File: src/rtl/test_pattern_gen_pkg.sv
// Shared mode encodings, bar colour table and stamp width helper for the
// test pattern generator.
package test_pattern_pkg;

   typedef enum logic [1:0] {
      MODE_BARS  = 2'd0,
      MODE_RAMP  = 2'd1,
      MODE_CHECK = 2'd2,
      MODE_MOVE  = 2'd3
   } mode_t;

   // 3-bit {R,G,B} codes: R, G, B, White, Yellow, Cyan, Magenta, Black
   localparam logic [2:0] BAR_COLORS [8] = '{
      3'b100, 3'b010, 3'b001, 3'b111, 3'b110, 3'b011, 3'b101, 3'b000
   };

   function automatic int stamp_width(input int color_width);
      return 3 * color_width;
   endfunction

endpackage

File: src/rtl/test_pattern_gen_frame_ctrl.sv
// Frame-level state: boundary detection, frame counter, double-buffered
// pattern mode and moving-bar position.
module tpg_frame_ctrl
   import test_pattern_pkg::*;
#(
   parameter int COLOR_WIDTH   = 12,
   parameter int COUNTER_WIDTH = 12,
   parameter int H_ACTIVE      = 1920,
   parameter int V_TOTAL       = 1125,
   parameter int MOVE_STEP     = 8
) (
   input  logic                                 clk,
   input  logic                                 rst,
   input  logic [COUNTER_WIDTH-1:0]             hcount,
   input  logic [COUNTER_WIDTH-1:0]             vcount,
   input  logic [1:0]                           mode_in,
   input  logic                                 mode_wr,
   output logic                                 boundary,
   output logic [stamp_width(COLOR_WIDTH)-1:0]  frame_count,
   output mode_t                                mode_cur,
   output logic [COUNTER_WIDTH-1:0]             move_pos
);

   localparam logic [COUNTER_WIDTH-1:0] V_LAST   = COUNTER_WIDTH'(V_TOTAL - 1);
   localparam logic [COUNTER_WIDTH:0]   STEP_C   = (COUNTER_WIDTH+1)'(MOVE_STEP);
   localparam logic [COUNTER_WIDTH:0]   H_ACT_C  = (COUNTER_WIDTH+1)'(H_ACTIVE);

   mode_t                  mode_pend;
   logic [COUNTER_WIDTH:0] move_sum;

   assign boundary = (hcount == '0) && (vcount == V_LAST);
   assign move_sum = {1'b0, move_pos} + STEP_C;

   // Pending mode tracks every write; frame state advances only at the boundary pixel
   always_ff @(posedge clk or posedge rst) begin
      if (rst) begin
         frame_count <= '0;
         mode_pend   <= MODE_BARS;
         mode_cur    <= MODE_BARS;
         move_pos    <= '0;
      end else begin
         if (mode_wr)
            mode_pend <= mode_t'(mode_in);
         if (boundary) begin
            frame_count <= frame_count + 1'b1;
            // a write landing on the boundary itself takes effect immediately
            mode_cur    <= mode_wr ? mode_t'(mode_in) : mode_pend;
            if (move_sum >= H_ACT_C)
               move_pos <= COUNTER_WIDTH'(move_sum - H_ACT_C);
            else
               move_pos <= COUNTER_WIDTH'(move_sum);
         end
      end
   end

endmodule

File: config.mk
export PLATFORM = sky130hd
export DESIGN_NAME = tpg_frame_ctrl
export DESIGN_NICKNAME = d
export VERILOG_FILES = /design/src/rtl/test_pattern_gen_pkg.sv /design/src/rtl/test_pattern_gen_frame_ctrl.sv
export SDC_FILE = /design/constraint.sdc
export NUM_CORES = 1
export LEC_CHECK = 0
export ABC_CLOCK_PERIOD_IN_PS = 3600
export CAP_MARGIN = 25
export CORE_MARGIN = 5
export CORE_UTILIZATION = 47
export CTS_CLUSTER_DIAMETER = 200
export DETAILED_ROUTE_END_ITERATION = 8
export PLACE_DENSITY = 0.91
export SYNTH_ARGS = -nofsm -noshare
export SYNTH_HDL_FRONTEND = slang
export SYNTH_SLANG_ARGS = --single-unit
File: constraint.sdc
create_clock -name clk -period 3.6 [get_ports clk]
set_clock_uncertainty 0.05 [all_clocks]
set_input_delay 0.36 -clock clk [delete_from_list [all_inputs] [get_ports clk]]
set_output_delay 0.36 -clock clk [all_outputs]
set_load 0.02 [all_outputs]
; ---- After elaboration in Yosys (flattened, before gate mapping)
; Cells that the tools add are included.
[classes]
add_sub_neg = 3
n_lt_le_gt_ge = 1
eq_ne = 1
muxes = 2
n_reduce_logical = 2
[op_table]
columns = op, n
row1 = adder 36 x 1 -> 36 bit (second input constant), 1
row2 = adder 12 x 4 -> 13 bit (second input constant), 1
row3 = greater-or-equal comparator 13 x 11 -> 1 bit (second input constant), 1
row4 = == test 12 x 11 -> 1 bit (second input constant), 1
row5 = zero test 12 bit, 1
row6 = 2-to-1 mux 12 bit, 1
row7 = subtractor 12 x 11 -> 12 bit (second input constant), 1
row8 = 2-to-1 mux 2 bit, 1
row9 = logical AND 1 bit, 1
[word_totals]
ff_bits = 52
out_inout_bits = 51

; ---- Depth between registers and ports, before layout
[depth]
word_depth = 3
ltp_mapped = 11
ltp_nobuf = 9

; ---- Worst setup path before layout
; OpenSTA, ideal clock, no wires.
[synth_path]
path_kind = reg2reg
startpoint = register move_pos[5]
endpoint = register move_pos[10]
setup_time_ns = 0.104
arrival_ns = 2.681
t_required_ns = 3.446
path_slack_ns = 0.766
path_stages_with_launch = 12
n_path_buf = 2
period_less_slack_ns = 2.834
path_cell_list = dfrtp_1 -> and3_1 -> clkbuf_1 -> nand3_1 -> xnor2_1 -> ha_1 -> clkbuf_1 -> a41oi_1 -> a211oi_1 -> mux2i_1 -> mux2_2 -> o311ai_1
[synth_between]
elab_chain_cells = 3
word_cells_on_any_way = 4
[synth_rtl]
columns = item, line
row1 = start: declaration, test_pattern_gen_frame_ctrl.sv:21  ; output logic [COUNTER_WIDTH-1:0] move_pos
row2 = start signal: assignment, test_pattern_gen_frame_ctrl.sv:49  ; move_pos <= COUNTER_WIDTH'(move_sum - H_ACT_C);
row3 = start signal: assignment, test_pattern_gen_frame_ctrl.sv:51  ; move_pos <= COUNTER_WIDTH'(move_sum);
row4 = adder 12 x 4 -> 13 bit *, test_pattern_gen_frame_ctrl.sv:32  ; assign move_sum = {1'b0, move_pos} + STEP_C;
row5 = subtractor 12 x 11 -> 12 bit or greater-or-equal comparator 13 x 11 -> 1 bit (tied branches), "test_pattern_gen_frame_ctrl.sv:49, test_pattern_gen_frame_ctrl.sv:48"
row6 = 2-to-1 mux 12 bit *, test_pattern_gen_frame_ctrl.sv:48  ; if (move_sum >= H_ACT_C)
; Mark *: on every way between the ends. The rest lies on a longest branch, timed or not.
; A chain may end at the register's enable or synchronous reset.

; ---- Final worst setup path
[layout_path]
startpoint = register move_pos[3]
endpoint = register move_pos[10]
; The elaborated chain is that of the path after synthesis.

==> run_summary.xml <==
<?xml version="1.0" encoding="UTF-8"?>
<metrics>
  <group name="run_status">
    <metric name="run_status" unit="">complete, no violations</metric>
  </group>
  <group name="final_layout">
    <metric name="layout.cell_area.non_filler" unit="um^2">3540</metric>
    <metric name="final.fill_count" unit="">446</metric>
    <metric name="fin_cells" unit="">398</metric>
    <metric name="area_growth_synth_to_finish" unit="%">37.1</metric>
    <metric name="final_core_utilization" unit="%">65.1</metric>
    <metric name="area_of_combinational_cells_with_multiple_inputs" unit="um^2">1280</metric>
    <metric name="layout_cell_share_with_drive_strength_beyond_1" unit="%">8.59</metric>
    <metric name="area.sequential" unit="um^2">1230</metric>
    <metric name="antennaDiodeCount" unit="">0</metric>
    <metric name="fin_nets" unit="">358</metric>
  </group>
  <group name="global_route">
    <metric name="first_global_vias" unit="">2074</metric>
    <metric name="grt_max_degree" unit="">50</metric>
    <metric name="grt_pass1_wl" unit="um">9650</metric>
    <metric name="globalRouteOverflowTotal" unit="">0</metric>
    <metric name="antenna_violations_before_repair" unit="">0</metric>
    <metric name="gr_usage_total" unit="%">16.4</metric>
  </group>
  <group name="placement">
    <metric name="portBuffers" unit="">76</metric>
    <metric name="finalWeightedCongestion" unit="">0.840</metric>
    <metric name="dp.cells" unit="">389</metric>
    <metric name="placement.cell_area" unit="um^2">3390</metric>
    <metric name="dpl.hpwl" unit="um">4210</metric>
  </group>
  <group name="clock_tree">
    <metric name="path_clk_slew" unit="ns">0.09</metric>
    <metric name="cts-resized-gates" unit="">0</metric>
    <metric name="tritoncts" unit="">done</metric>
    <metric name="cts_root_buffer" unit="">clkbuf_8</metric>
    <metric name="cts_buffers" unit="">5</metric>
    <metric name="htree_levels" unit="">2</metric>
    <metric name="clockBufferDepth" unit="">2</metric>
    <metric name="cts_num_sinks" unit="">49</metric>
    <metric name="hold_buffers" unit="">0</metric>
    <metric name="cts_setup_buffers" unit="">0</metric>
    <metric name="insertion_delay" unit="ns">0.30</metric>
  </group>
  <group name="logic_synthesis">
    <metric name="summed_instance_area_of_the_synthesized_netlist" unit="um^2">2580</metric>
    <metric name="largest_family_of_logic_cells_by_synthesized_area" unit="">simple AND/OR/NAND/NOR gates</metric>
    <metric name="yosysSeqAreaShare" unit="%">47.5</metric>
    <metric name="ys_top_cells_by_count" unit="">dfrtp_1 (49), nand2_1 (37), xnor2_1 (29), nand3_1 (19), xor2_1 (12)</metric>
    <metric name="yosysWarnings" unit="">0</metric>
    <metric name="synth-seq-cells" unit="">49</metric>
    <metric name="synth_ff_type" unit="">dfrtp_1</metric>
    <metric name="synth_enable_flop_cells" unit="">0</metric>
    <metric name="synth_area_leaders" unit="">dfrtp_1 (47%), xnor2_1 (9.8%), nand2_1 (5.4%), xor2_1 (4.1%), nand3_1 (3.7%)</metric>
    <metric name="synth_simple_gate_area_share" unit="%">25.3</metric>
    <metric name="yosysMostFrequentCell" unit="">dfrtp_1</metric>
    <metric name="synthDominantCellAreaShare" unit="%">47.5</metric>
    <metric name="synthCells" unit="">250</metric>
    <metric name="parity_gate_share_of_the_synthesized_area_counting_xor_and_xnor_cells" unit="%">13.9</metric>
    <metric name="yosys.cell_types.count" unit="">47</metric>
    <metric name="synth-async-reset-ratio" unit="%">100</metric>
    <metric name="synth.mux.area_fraction" unit="%">2.47</metric>
    <metric name="synth_adder_area_share" unit="%">1.94</metric>
    <metric name="synth_largest_area_cell" unit="">dfrtp_1</metric>
    <metric name="synth_area_in_compound_gates" unit="%">5.38</metric>
    <metric name="syn-mean-instance-area" unit="um^2">10.3</metric>
  </group>
  <group name="power">
    <metric name="post-layout-total-power" unit="mW">1.06</metric>
    <metric name="pwr_density_cell" unit="nW/um^2">299</metric>
    <metric name="leakage" unit="nW">1.51</metric>
    <metric name="irDropWorstVdd" unit="V">0.000174</metric>
  </group>
  <group name="critical_path">
    <metric name="maximum_fanout_along_the_worst_path" unit="">8</metric>
    <metric name="critical_path_arrival" unit="ns">3.05</metric>
    <metric name="endpoint_kind" unit="">flip-flop</metric>
    <metric name="setup.worst_path.class" unit="">flip-flop to flip-flop</metric>
    <metric name="critPathRequiredTime" unit="ns">3.75</metric>
    <metric name="crit_path_start_kind" unit="">flip-flop</metric>
  </group>
  <group name="route">
    <metric name="wl" unit="um">5640</metric>
    <metric name="tritonroute_pass_1_iters" unit="">4</metric>
    <metric name="wire_per_inst" unit="um">14.2</metric>
    <metric name="initialDrtViolationCount" unit="">51</metric>
    <metric name="routed_via_density" unit="">5.28</metric>
    <metric name="drtAntennaViolNets" unit="">0</metric>
    <metric name="remaining_drc_errors" unit="">0</metric>
    <metric name="vias" unit="">2100</metric>
  </group>
  <group name="min_path">
    <metric name="worst_hold_path_type" unit="">input port to asynchronous set/reset pin</metric>
  </group>
  <group name="sta">
    <metric name="setup_violations" unit="">0</metric>
    <metric name="finalCritPeriodShare" unit="%">80.4</metric>
    <metric name="maxClockFrequency" unit="MHz">345</metric>
    <metric name="hold_violations" unit="">0</metric>
    <metric name="grt_setup_unrepaired" unit="">no</metric>
    <metric name="finalWorstPathRequiredPeriod" unit="ns">2.89</metric>
    <metric name="setup-tns-final" unit="ns">0</metric>
    <metric name="slew_violations" unit="">0</metric>
  </group>
  <group name="floorplan">
    <metric name="core_region_area" unit="um^2">5440</metric>
    <metric name="num_io_pins" unit="">80</metric>
    <metric name="chipHeight" unit="um">84.1</metric>
    <metric name="die_area" unit="um^2">7080</metric>
    <metric name="initial_core_util" unit="%">47.5</metric>
    <metric name="rows" unit="">27</metric>
    <metric name="chipWidth" unit="um">84.1</metric>
  </group>
  <group name="job">
    <metric name="cap_viol_max_count" unit="">0</metric>
  </group>
</metrics>
-- state kept, by name, summed over array words and instances, names as in the netlist --
name / cells
mode_cur: 2
move_pos: 9
frame_count: 36
mode_pend: 2
-- worst max-delay path, stage by stage (launching register included) --
cell      delay, ns
dfrtp_1        0.45
ha_1           0.27
nand3_1        0.21
xnor2_1        0.29
ha_1           0.36
a41oi_1        0.17
a211oi_1       0.35
mux2i_1        0.24
mux2_2         0.32
o311ai_1       0.08
-- per-layer routing --
metal | wire length [um] | track usage [%] | share of wire (%)
met2 | 2780 | 28.0 | 49
met1 | 2350 | 19.6 | 42
met5 | 0 | 0 | 0
met4 | 87 | 4.68 | 1.5
met3 | 426 | 5.69 | 7.5
-- layout make-up --
| type | count | area share (%) |
|---|---|---|
| well taps | 72 | 2.54 |
| repair buffers | 78 | 22.3 |
| multi-input cells | 184 | 36.1 |
| clock inverters | 3 | 1.84 |
| flip-flops and latches | 49 | 34.6 |
| clock buffers | 5 | 1.94 |
| inverters | 7 | 0.742 |
-- cells by family after synthesis --
| kind of cell | after synthesis |
|---|---|
| multiplexers | 6 |
| other | 1 |
| AND/OR/NAND/NOR | 110 |
| adder cells (fa/ha/maj) | 4 |
| AO/OA/AOI/OAI | 20 |
| flip-flops | 49 |
| buffers and inverters | 19 |
| XOR/XNOR | 41 |
-- power by group --
| part | total [mW] | internal, mW | switching, mW |
|---|---|---|---|
| logic | 0.0535 | 0.0327 | 0.0209 |
| registers | 0.553 | 0.552 | 0.000531 |
| clock network | 0.452 | 0.276 | 0.176 |
| total | 1.06 | 0.860 | 0.197 |
-- per-stage QoR --
stage	hold WS, ns	worst slack [ns]
floorplan	0.422	0.766
global placement	0.408	0.762
detailed placement	0.424	0.711
CTS	0.440	0.696
global route	0.291	0.409
finish	0.281	0.705
-- layout by cell type (no fill, tap or decap), drive strengths merged, types with 2 or more instances in the layout --
cell type / Yosys / routed
mux2i: 3 / 3
clkbuf: 7 / 5
o311ai: 2 / 2
mux2: 3 / 3
ha: 4 / 4
dfrtp: 49 / 49
bufinv: 0 / 2
nand4: 9 / 9
conb: 1 / 3
nor4b: 2 / 2
nor2b: 3 / 3
o211ai: 3 / 3
a31oi: 2 / 2
and4: 9 / 9
nand2: 37 / 37
nor2: 10 / 10
a21oi: 2 / 2
nor4: 4 / 4
or2: 2 / 2
buf: 5 / 2
clkdlybuf4s50: 0 / 76
inv: 7 / 7
nand3: 20 / 20
xnor2: 29 / 29
o21ai: 4 / 4
o31ai: 2 / 2
nor3: 6 / 6
and3: 4 / 4
xor2: 12 / 12
-- final timing paths --
kind,from,end,slack [ns],cells past startpoint
worst min-delay path,rst,frame_count[20],0.28,2
worst max-delay path,move_pos[3],move_pos[10],0.71,9
max in group asynchronous,rst,frame_count[12],2.74,3
min in group clk,frame_count[35],frame_count[35],0.43,1
worst min register to register,frame_count[35],frame_count[35],0.43,1
worst max register to register,move_pos[3],move_pos[10],0.71,9
Note: power is estimated with default switching activity, not from simulation.
